--- config.mk ---
export PLATFORM = sky130hd
export DESIGN_NAME = trap_ctrl
export DESIGN_NICKNAME = d
export VERILOG_FILES = /design/src/rtl/trap_ctrl_pkg.sv /design/src/rtl/trap_ctrl_outstanding_cnt.sv /design/src/rtl/trap_ctrl.sv
export SDC_FILE = /design/constraint.sdc
export NUM_CORES = 1
export LEC_CHECK = 0
export BUFFER_PORTS_ARGS = -buffer_cell sky130_fd_sc_hd__buf_2
export CORE_UTILIZATION = 40
export CTS_BUF_LIST = sky130_fd_sc_hd__clkbuf_4 sky130_fd_sc_hd__clkbuf_8
export DETAILED_ROUTE_END_ITERATION = 16
export PLACE_DENSITY = 0.82
export SYNTH_ARGS = -nofsm -noshare
export SYNTH_HDL_FRONTEND = slang
export SYNTH_SLANG_ARGS = --single-unit
--- constraint.sdc ---
create_clock -name clk -period 2.2 [get_ports clk]
set_input_delay 0.22 -clock clk [delete_from_list [all_inputs] [get_ports clk]]
set_output_delay 0.22 -clock clk [all_outputs]
set_load 0.01 [all_outputs]
--- src/rtl/trap_ctrl_pkg.sv ---
// Shared definitions for the EX-stage trap sequencer and the machine CSR file.
package trap_ctrl_pkg;

  localparam int unsigned XLEN = 32;

  // Sequencer states; encoding is shared with debug/trace tooling.
  typedef enum logic [1:0] {
    ST_IDLE     = 2'd0,
    ST_DRAIN    = 2'd1,
    ST_COMMIT   = 2'd2,
    ST_REDIRECT = 2'd3
  } state_t;

  // Latched trap kind.
  localparam logic KIND_ECALL = 1'b0;
  localparam logic KIND_MRET  = 1'b1;

  // mcause code written by the CSR file for an environment call from M-mode.
  localparam logic [XLEN-1:0] MCAUSE_ECALL = XLEN'(11);

  // Redirect targets are word aligned; low bits (mtvec mode) are dropped.
  function automatic logic [XLEN-1:0] align4(input logic [XLEN-1:0] addr);
    return addr & ~XLEN'(3);
  endfunction

endpackage

--- src/rtl/trap_ctrl_outstanding_cnt.sv ---
// Saturating up/down counter of in-flight data-memory operations with sticky overflow.
module trap_ctrl_outstanding_cnt #(
  parameter int unsigned CNT_W = 4
) (
  input  logic             clk,
  input  logic             rst,
  input  logic             inc,
  input  logic             dec,
  output logic [CNT_W-1:0] count,
  output logic             ovf
);

  localparam logic [CNT_W-1:0] CNT_MAX = {CNT_W{1'b1}};

  // Issue/complete in the same cycle cancel; no underflow; saturate at max and flag it.
  always_ff @(posedge clk) begin
    if (rst) begin
      count <= '0;
      ovf   <= 1'b0;
    end else begin
      unique case ({inc, dec})
        2'b10: begin
          if (count == CNT_MAX) begin
            ovf <= 1'b1;
          end else begin
            count <= count + CNT_W'(1);
          end
        end
        2'b01: begin
          if (count != '0) begin
            count <= count - CNT_W'(1);
          end
        end
        default: ;
      endcase
    end
  end

endmodule

--- src/rtl/trap_ctrl.sv ---
// EX-stage trap sequencer: stall on ecall/mret, drain memory, pulse the CSR file, redirect fetch.
module trap_ctrl
  import trap_ctrl_pkg::*;
#(
  parameter int unsigned CNT_W = 4
) (
  input  logic            clk,
  input  logic            rst,
  input  logic            ex_valid,
  input  logic            ex_is_ecall,
  input  logic            ex_is_mret,
  input  logic [XLEN-1:0] ex_pc,
  output logic            ex_ready,
  input  logic            mem_issue,
  input  logic            mem_done,
  input  logic [XLEN-1:0] mtvec_in,
  input  logic [XLEN-1:0] mepc_in,
  output logic            do_ecall,
  output logic            do_mret,
  output logic [XLEN-1:0] cur_pc,
  output logic            redirect_valid,
  output logic [XLEN-1:0] redirect_pc,
  output logic            flush,
  output logic            busy,
  output logic            cnt_ovf
);

  state_t           state_q;
  state_t           state_d;
  logic             kind_q;
  logic [CNT_W-1:0] outstanding;
  logic             trap_det_c;
  logic             drained_c;

  trap_ctrl_outstanding_cnt #(
    .CNT_W (CNT_W)
  ) u_cnt (
    .clk   (clk),
    .rst   (rst),
    .inc   (mem_issue),
    .dec   (mem_done),
    .count (outstanding),
    .ovf   (cnt_ovf)
  );

  assign trap_det_c = ex_valid & (ex_is_ecall | ex_is_mret);
  // A request accepted this cycle is still outstanding next cycle, so it blocks the drain.
  assign drained_c  = (outstanding == '0) & ~mem_issue;

  // State register.
  always_ff @(posedge clk) begin
    if (rst) begin
      state_q <= ST_IDLE;
    end else begin
      state_q <= state_d;
    end
  end

  // Next state, stall and redirect target (targets read live so COMMIT's CSR writes are seen).
  always_comb begin
    state_d     = state_q;
    ex_ready    = 1'b0;
    redirect_pc = '0;
    unique case (state_q)
      ST_IDLE: begin
        ex_ready = ~trap_det_c;
        if (trap_det_c) begin
          state_d = ST_DRAIN;
        end
      end
      ST_DRAIN: begin
        if (drained_c) begin
          state_d = ST_COMMIT;
        end
      end
      ST_COMMIT: begin
        state_d = ST_REDIRECT;
      end
      ST_REDIRECT: begin
        redirect_pc = align4((kind_q == KIND_MRET) ? mepc_in : mtvec_in);
        state_d     = ST_IDLE;
      end
      default: begin
        state_d = ST_IDLE;
      end
    endcase
  end

  // Latch the trapping instruction's kind and PC; ecall wins when both flags are set.
  always_ff @(posedge clk) begin
    if (rst) begin
      kind_q <= KIND_ECALL;
      cur_pc <= '0;
    end else if ((state_q == ST_IDLE) && trap_det_c) begin
      kind_q <= ex_is_ecall ? KIND_ECALL : KIND_MRET;
      cur_pc <= ex_pc;
    end
  end

  // Registered strobes decoded from the upcoming state.
  always_ff @(posedge clk) begin
    if (rst) begin
      do_ecall       <= 1'b0;
      do_mret        <= 1'b0;
      redirect_valid <= 1'b0;
      flush          <= 1'b0;
      busy           <= 1'b0;
    end else begin
      do_ecall       <= (state_d == ST_COMMIT) && (kind_q == KIND_ECALL);
      do_mret        <= (state_d == ST_COMMIT) && (kind_q == KIND_MRET);
      redirect_valid <= (state_d == ST_REDIRECT);
      flush          <= (state_d == ST_REDIRECT);
      busy           <= (state_d != ST_IDLE);
    end
  end

endmodule

# [Word-level counts from Yosys, hierarchy flattened]
# Index checks and enable logic that the tools add are counted.
[classes] n_div=0 n_addsub=2 reduce_logical=10 n_lt_le_gt_ge=0 n_shift=0 mul=0 bitwise_logic=6 mux=10 n_eq_ne=10
[op_table] cell="2-to-1 mux 32 bit" n=2
[op_table] cell="equality test 2 bit (second input constant)" n=5
[op_table] cell="2-to-1 mux 4 bit" n=2
[op_table] cell="one-hot mux 2 bit (4 select lines)" n=1
[op_table] cell="one-hot mux 4 bit (2 select lines)" n=1
[op_table] cell="adder 4 x 1 -> 4 bit (second input constant)" n=1
[op_table] cell="equality test 2 x 1 -> 1 bit (second input constant)" n=2
[op_table] cell="equality test 4 bit (second input constant)" n=1
[op_table] cell="logical NOT 4 bit" n=1
[op_table] cell="2-to-1 mux 2 bit" n=2
[op_table] cell="nonzero test 2 bit" n=2
[op_table] cell="nonzero test 4 bit" n=1
[op_table] cell="subtractor 4 x 1 -> 4 bit (second input constant)" n=1
[op_table] cell="logical AND 1 bit" n=3
[op_table] cell="NOT 1 bit" n=3
[op_table] cell="AND reduction 3 bit" n=1
[op_table] cell="AND 1 bit" n=2
[op_table] cell="logical NOT 2 bit" n=1
[op_table] cell="2-to-1 mux 1 bit" n=2
[op_table] cell="!= test 2 x 1 -> 1 bit (second input constant)" n=1
[op_table] cell="!= test 2 bit (second input constant)" n=1
[op_table] cell="AND reduction 2 bit" n=1
[op_table] cell="OR 1 bit" n=1
[totals] in_bits=103 reg_bits=44 latchBits=0 word_cells=47 mem_count=0 ramBits=0 output_inout_bits=71 mem_bits_ro=0

# [Logic depth before layout (Yosys ltp)]
[logic_depth] ltp_word=6 ltp_mapped=7 ltp_nobuf=7

# [Cells and area by module]
# From an unflattened synthesis, not the netlist that was laid out.
[unflattened] hier_cells=272 hier_area_um2=2331.0
[by_module_without_submodules] mod="trap_ctrl" area_each_um2=2035.7 seq_area_each_um2=780.7 instances=1 cells_per_inst=242
[by_module_without_submodules] mod="trap_ctrl_outstanding_cnt" area_each_um2=295.3 seq_area_each_um2=100.1 instances=1 cells_per_inst=30

# [Worst setup path before layout]
# Ideal clock, no wire load.
[synth_path] path_type="input -> register" start="input port mem_issue" end="register u_cnt.count[3]" t_required_ps=2079 arrival_time_ps=1659 path_slack_ps=420 stages=7 path_cell_list="inv_1 ha_1 ha_1 a21oi_1 a21oi_1 nor4_2 mux2_4"
[synth_via] elab_chain_cells=3 elab_cells_between_ends=7 classes_between="eq/ne: 4; mux: 1; reduce/logical: 2"
[synth_rtl] item="start: declaration" line="trap_ctrl.sv:14" rtl="input logic mem_issue,"
[synth_rtl] item="equality test 2 x 1 -> 1 bit or equality test 2 bit (tied branches)" line="trap_ctrl_outstanding_cnt.sv:21" rtl="unique case ({inc, dec})"
[synth_rtl] item="!= test 2 x 1 -> 1 bit (no source line) (tied with other cells)"
[synth_rtl] item="AND reduction 3 bit (no source line)"
[synth_rtl] item="end signal: assignment" line="trap_ctrl_outstanding_cnt.sv:26" rtl="count <= count + CNT_W'(1);"
[synth_rtl] item="end signal: assignment" line="trap_ctrl_outstanding_cnt.sv:31" rtl="count <= count - CNT_W'(1);"
[synth_rtl] item="end: declaration" line="trap_ctrl_outstanding_cnt.sv:9" rtl="output logic [CNT_W-1:0] count,"
# Parallel ways exist; a longest one is shown, timed or not.
# A chain may end at the register's enable or synchronous reset.

# [Worst setup path in the final report]
[layout_path] start="register u_cnt.count[2]" end="register u_cnt.count[3]"
[layout_via] elab_chain_cells=3 elab_cells_between_ends=10 classes_between="add/sub: 2; eq/ne: 3; mux: 3; reduce/logical: 2"
[layout_rtl] item="subtractor 4 x 1 -> 4 bit (tied with other cells)" line="trap_ctrl_outstanding_cnt.sv:31"
[layout_rtl] item="2-to-1 mux 4 bit (tied with other cells)" line="trap_ctrl_outstanding_cnt.sv:30" rtl="if (count != '0) begin"
[layout_rtl] item="one-hot mux 4 bit (2 select lines) or AND reduction 3 bit (tied branches)"
# Parallel ways exist; a longest one is shown, timed or not. The select of a mux whose other input is x is not followed.

==> flow_summary.yaml <==
critical_path:
  worst-endpoint-required_ns: 2.39
  startpoint_type: "register"
  crit_type: "register to register"
  cp-end-kind: "register"
  crit_arrival_ns: 2.01
  cp_max_fo: 4
clocking:
  cts_tree: "built"
  cts_buffers: 5
  postCtsSetupBuffers: 0
  cts_hold_buf: 0
  clk_pin_slew_ns: 0.08
  cts_resized: 0
  cts-root-buf: "clkbuf_8"
  h-tree-depth: 2
  cts_sinks: 44
  cts_buffer_depth: 2
  clk_latency_ns: 0.29
grt:
  grt_max_degree: 35
  grt_pass1_wl_um: 7962
  antenna_found_initial: 0
  grtUsageTotal_pct: 18.39
  grt_pass1_vias: 1895
  grt_overflow: 0
sta:
  fmax_ghz: 0.5492
  finalHoldViolations: 0
  setup_tns_ns: 0
  slew_violations: 0
  post-route-min-period_ns: 1.821
  setup_viol: 0
  rsz0062_at_grt: "no"
  finalCritPeriodShare_pct: 82.76
  final.setup_skew_ns: 0.005758
final_layout:
  syn_to_final_growth_pct: 46.30
  fin_area_um2: 3187
  drive_gt1_share_pct: 42.82
  fin_nets: 540
  num-fill-cells: 458
  diodes: 0
  stdcell_count: 502
logic_synthesis:
  yosysTopAreaCell: "dfxtp_1"
  yosysWarningCount: 0
  synth.most_common_cell: "nand2_1"
  ys_types: 30
  synth.area.top_cells: "dfxtp_1, mux2i_1, nand2_1, a21oi_1, nor2_1"
  synth_edf_count: 0
  synth-async-reset-ratio_pct: 0
  syn_inst: 274
  synthFlopType: "dfxtp_1"
  synth_common_cells: "nand2_1, dfxtp_1, nor2_1"
  avgSynthCellArea_um2: 7.950
  synth-seq-cells: 44
  ys_seq_area_share_pct: 40.44
  synth_top_area_share_pct: 40.44
  synthesis.area_um2: 2178
placed_design:
  post-dp-hpwl_um: 4603
  gp_congestion: 0.7744
  place_inst: 495
  place_area_um2: 3058
  io_buffers: 167
die:
  coreArea_um2: 5172
  rows: 26
  ioPinCount: 174
  fp.dieH_um: 75.80
  start_util_pct: 42.11
  dieArea_um2: 5745
  dieWidth_um: 75.80
detailed_routing:
  routedWlPerCell_um: 11.65
  drc: 0
  vias: 2362
  finalWirelength_um: 5847
  final_antenna_net_count: 0
  drt_iter0_drc: 62
  vias_per_cell: 4.705
  drt_first_pass_iters: 4
run:
  maxCapViolCount: 0
min_path:
  hp-class: "input port to register"
outcome:
  status: "finished, final reports clean"
power:
  power.density_nw_per_um2: 661.2
  vdd_drop_max_mv: 0.3900
  leakagePower_nw: 1.611
[logic make-up after synthesis]
group           synth area share [%]
other cells                   0.1721
compound gates                 10.91
buf+inv                        6.433
mux                            14.47
simple gates                   23.95
flops                          40.44
xor+xnor                      0.4021
fa+ha+maj                      3.217
[path summary, 6_finish.rpt]
kind	slack [ns]	depth (start not counted)	startpoint	endpoint
setup / recovery	0.38	5	u_cnt.count[2]	u_cnt.count[3]
hold / removal	0.11	2	ex_is_ecall	kind_q
setup reg to reg	0.38	5	u_cnt.count[2]	u_cnt.count[3]
hold reg to reg	0.45	2	cur_pc[0]	cur_pc[0]
[sequential cells by signal (all words and copies together), names as in the netlist]
| signal | count |
|---|---|
| busy | 1 |
| cur_pc | 32 |
| do_ecall | 1 |
| do_mret | 1 |
| flush | 1 |
| kind_q | 1 |
| state_q | 2 |
| u_cnt.count | 4 |
| u_cnt.ovf | 1 |
[where the power goes]
part           total [mW]  switching, mW  internal, mW  leakage, nW
logic               0.481          0.241         0.240         1.19
registers           0.917         0.0579         0.859        0.361
clock network       0.709          0.263         0.447       0.0642
[cell usage in the layout (no fill, tap or decap), drive strengths merged, types with 3 or more instances in the layout]
master  netlist  layout
clkbuf        9       5
a21oi        35      35
nor2         36      36
nor3b         3       3
dfxtp        44      44
ha            4       4
mux2i        30      30
nor3          4       4
a211oi        4       4
buf          13     172
nand2        67      67
inv           6       6
[critical path: stages, from the launching register on]
cell and delay [ns]:
dfxtp_1 0.43, ha_1 0.30, a21oi_1 0.22, a21oi_1 0.13, nor4_2 0.31, mux2_4 0.32
[cell type report]
cell class | count | area, um2 | area share (%)
Multi-Input combinational cell | 203 | 1167 | 36.63
Timing Repair Buffer | 172 | 898.4 | 28.19
Inverter | 6 | 22.52 | 0.7067
Tap cell | 70 | 87.58 | 2.748
Clock buffer | 5 | 68.82 | 2.159
Clock inverter | 2 | 60.06 | 1.885
Sequential cell | 44 | 882.1 | 27.68
[through the flow]
step	total power, mW	setup slack (ns)	util, %	hold WS (ns)
6_report	2.107	0.3792	61.61	0.1066
2_1_floorplan	1.227	0.4195	-	0.3156
5_1_grt	2.220	0.2417	61.61	0.09953
3_3_place_gp	1.405	0.2684	59.12	0.4247
3_5_place_dp	1.420	0.1970	59.12	0.4193
4_1_cts	2.129	0.3665	61.61	0.09856
[routing by layer]
metal  track usage (%)  share of wire, %
met1             18.26                40
met5                 0                 0
met4             7.819               1.6
met2             35.10                49
met3             5.556               9.4
Note: power is estimated with default switching activity, not from simulation.
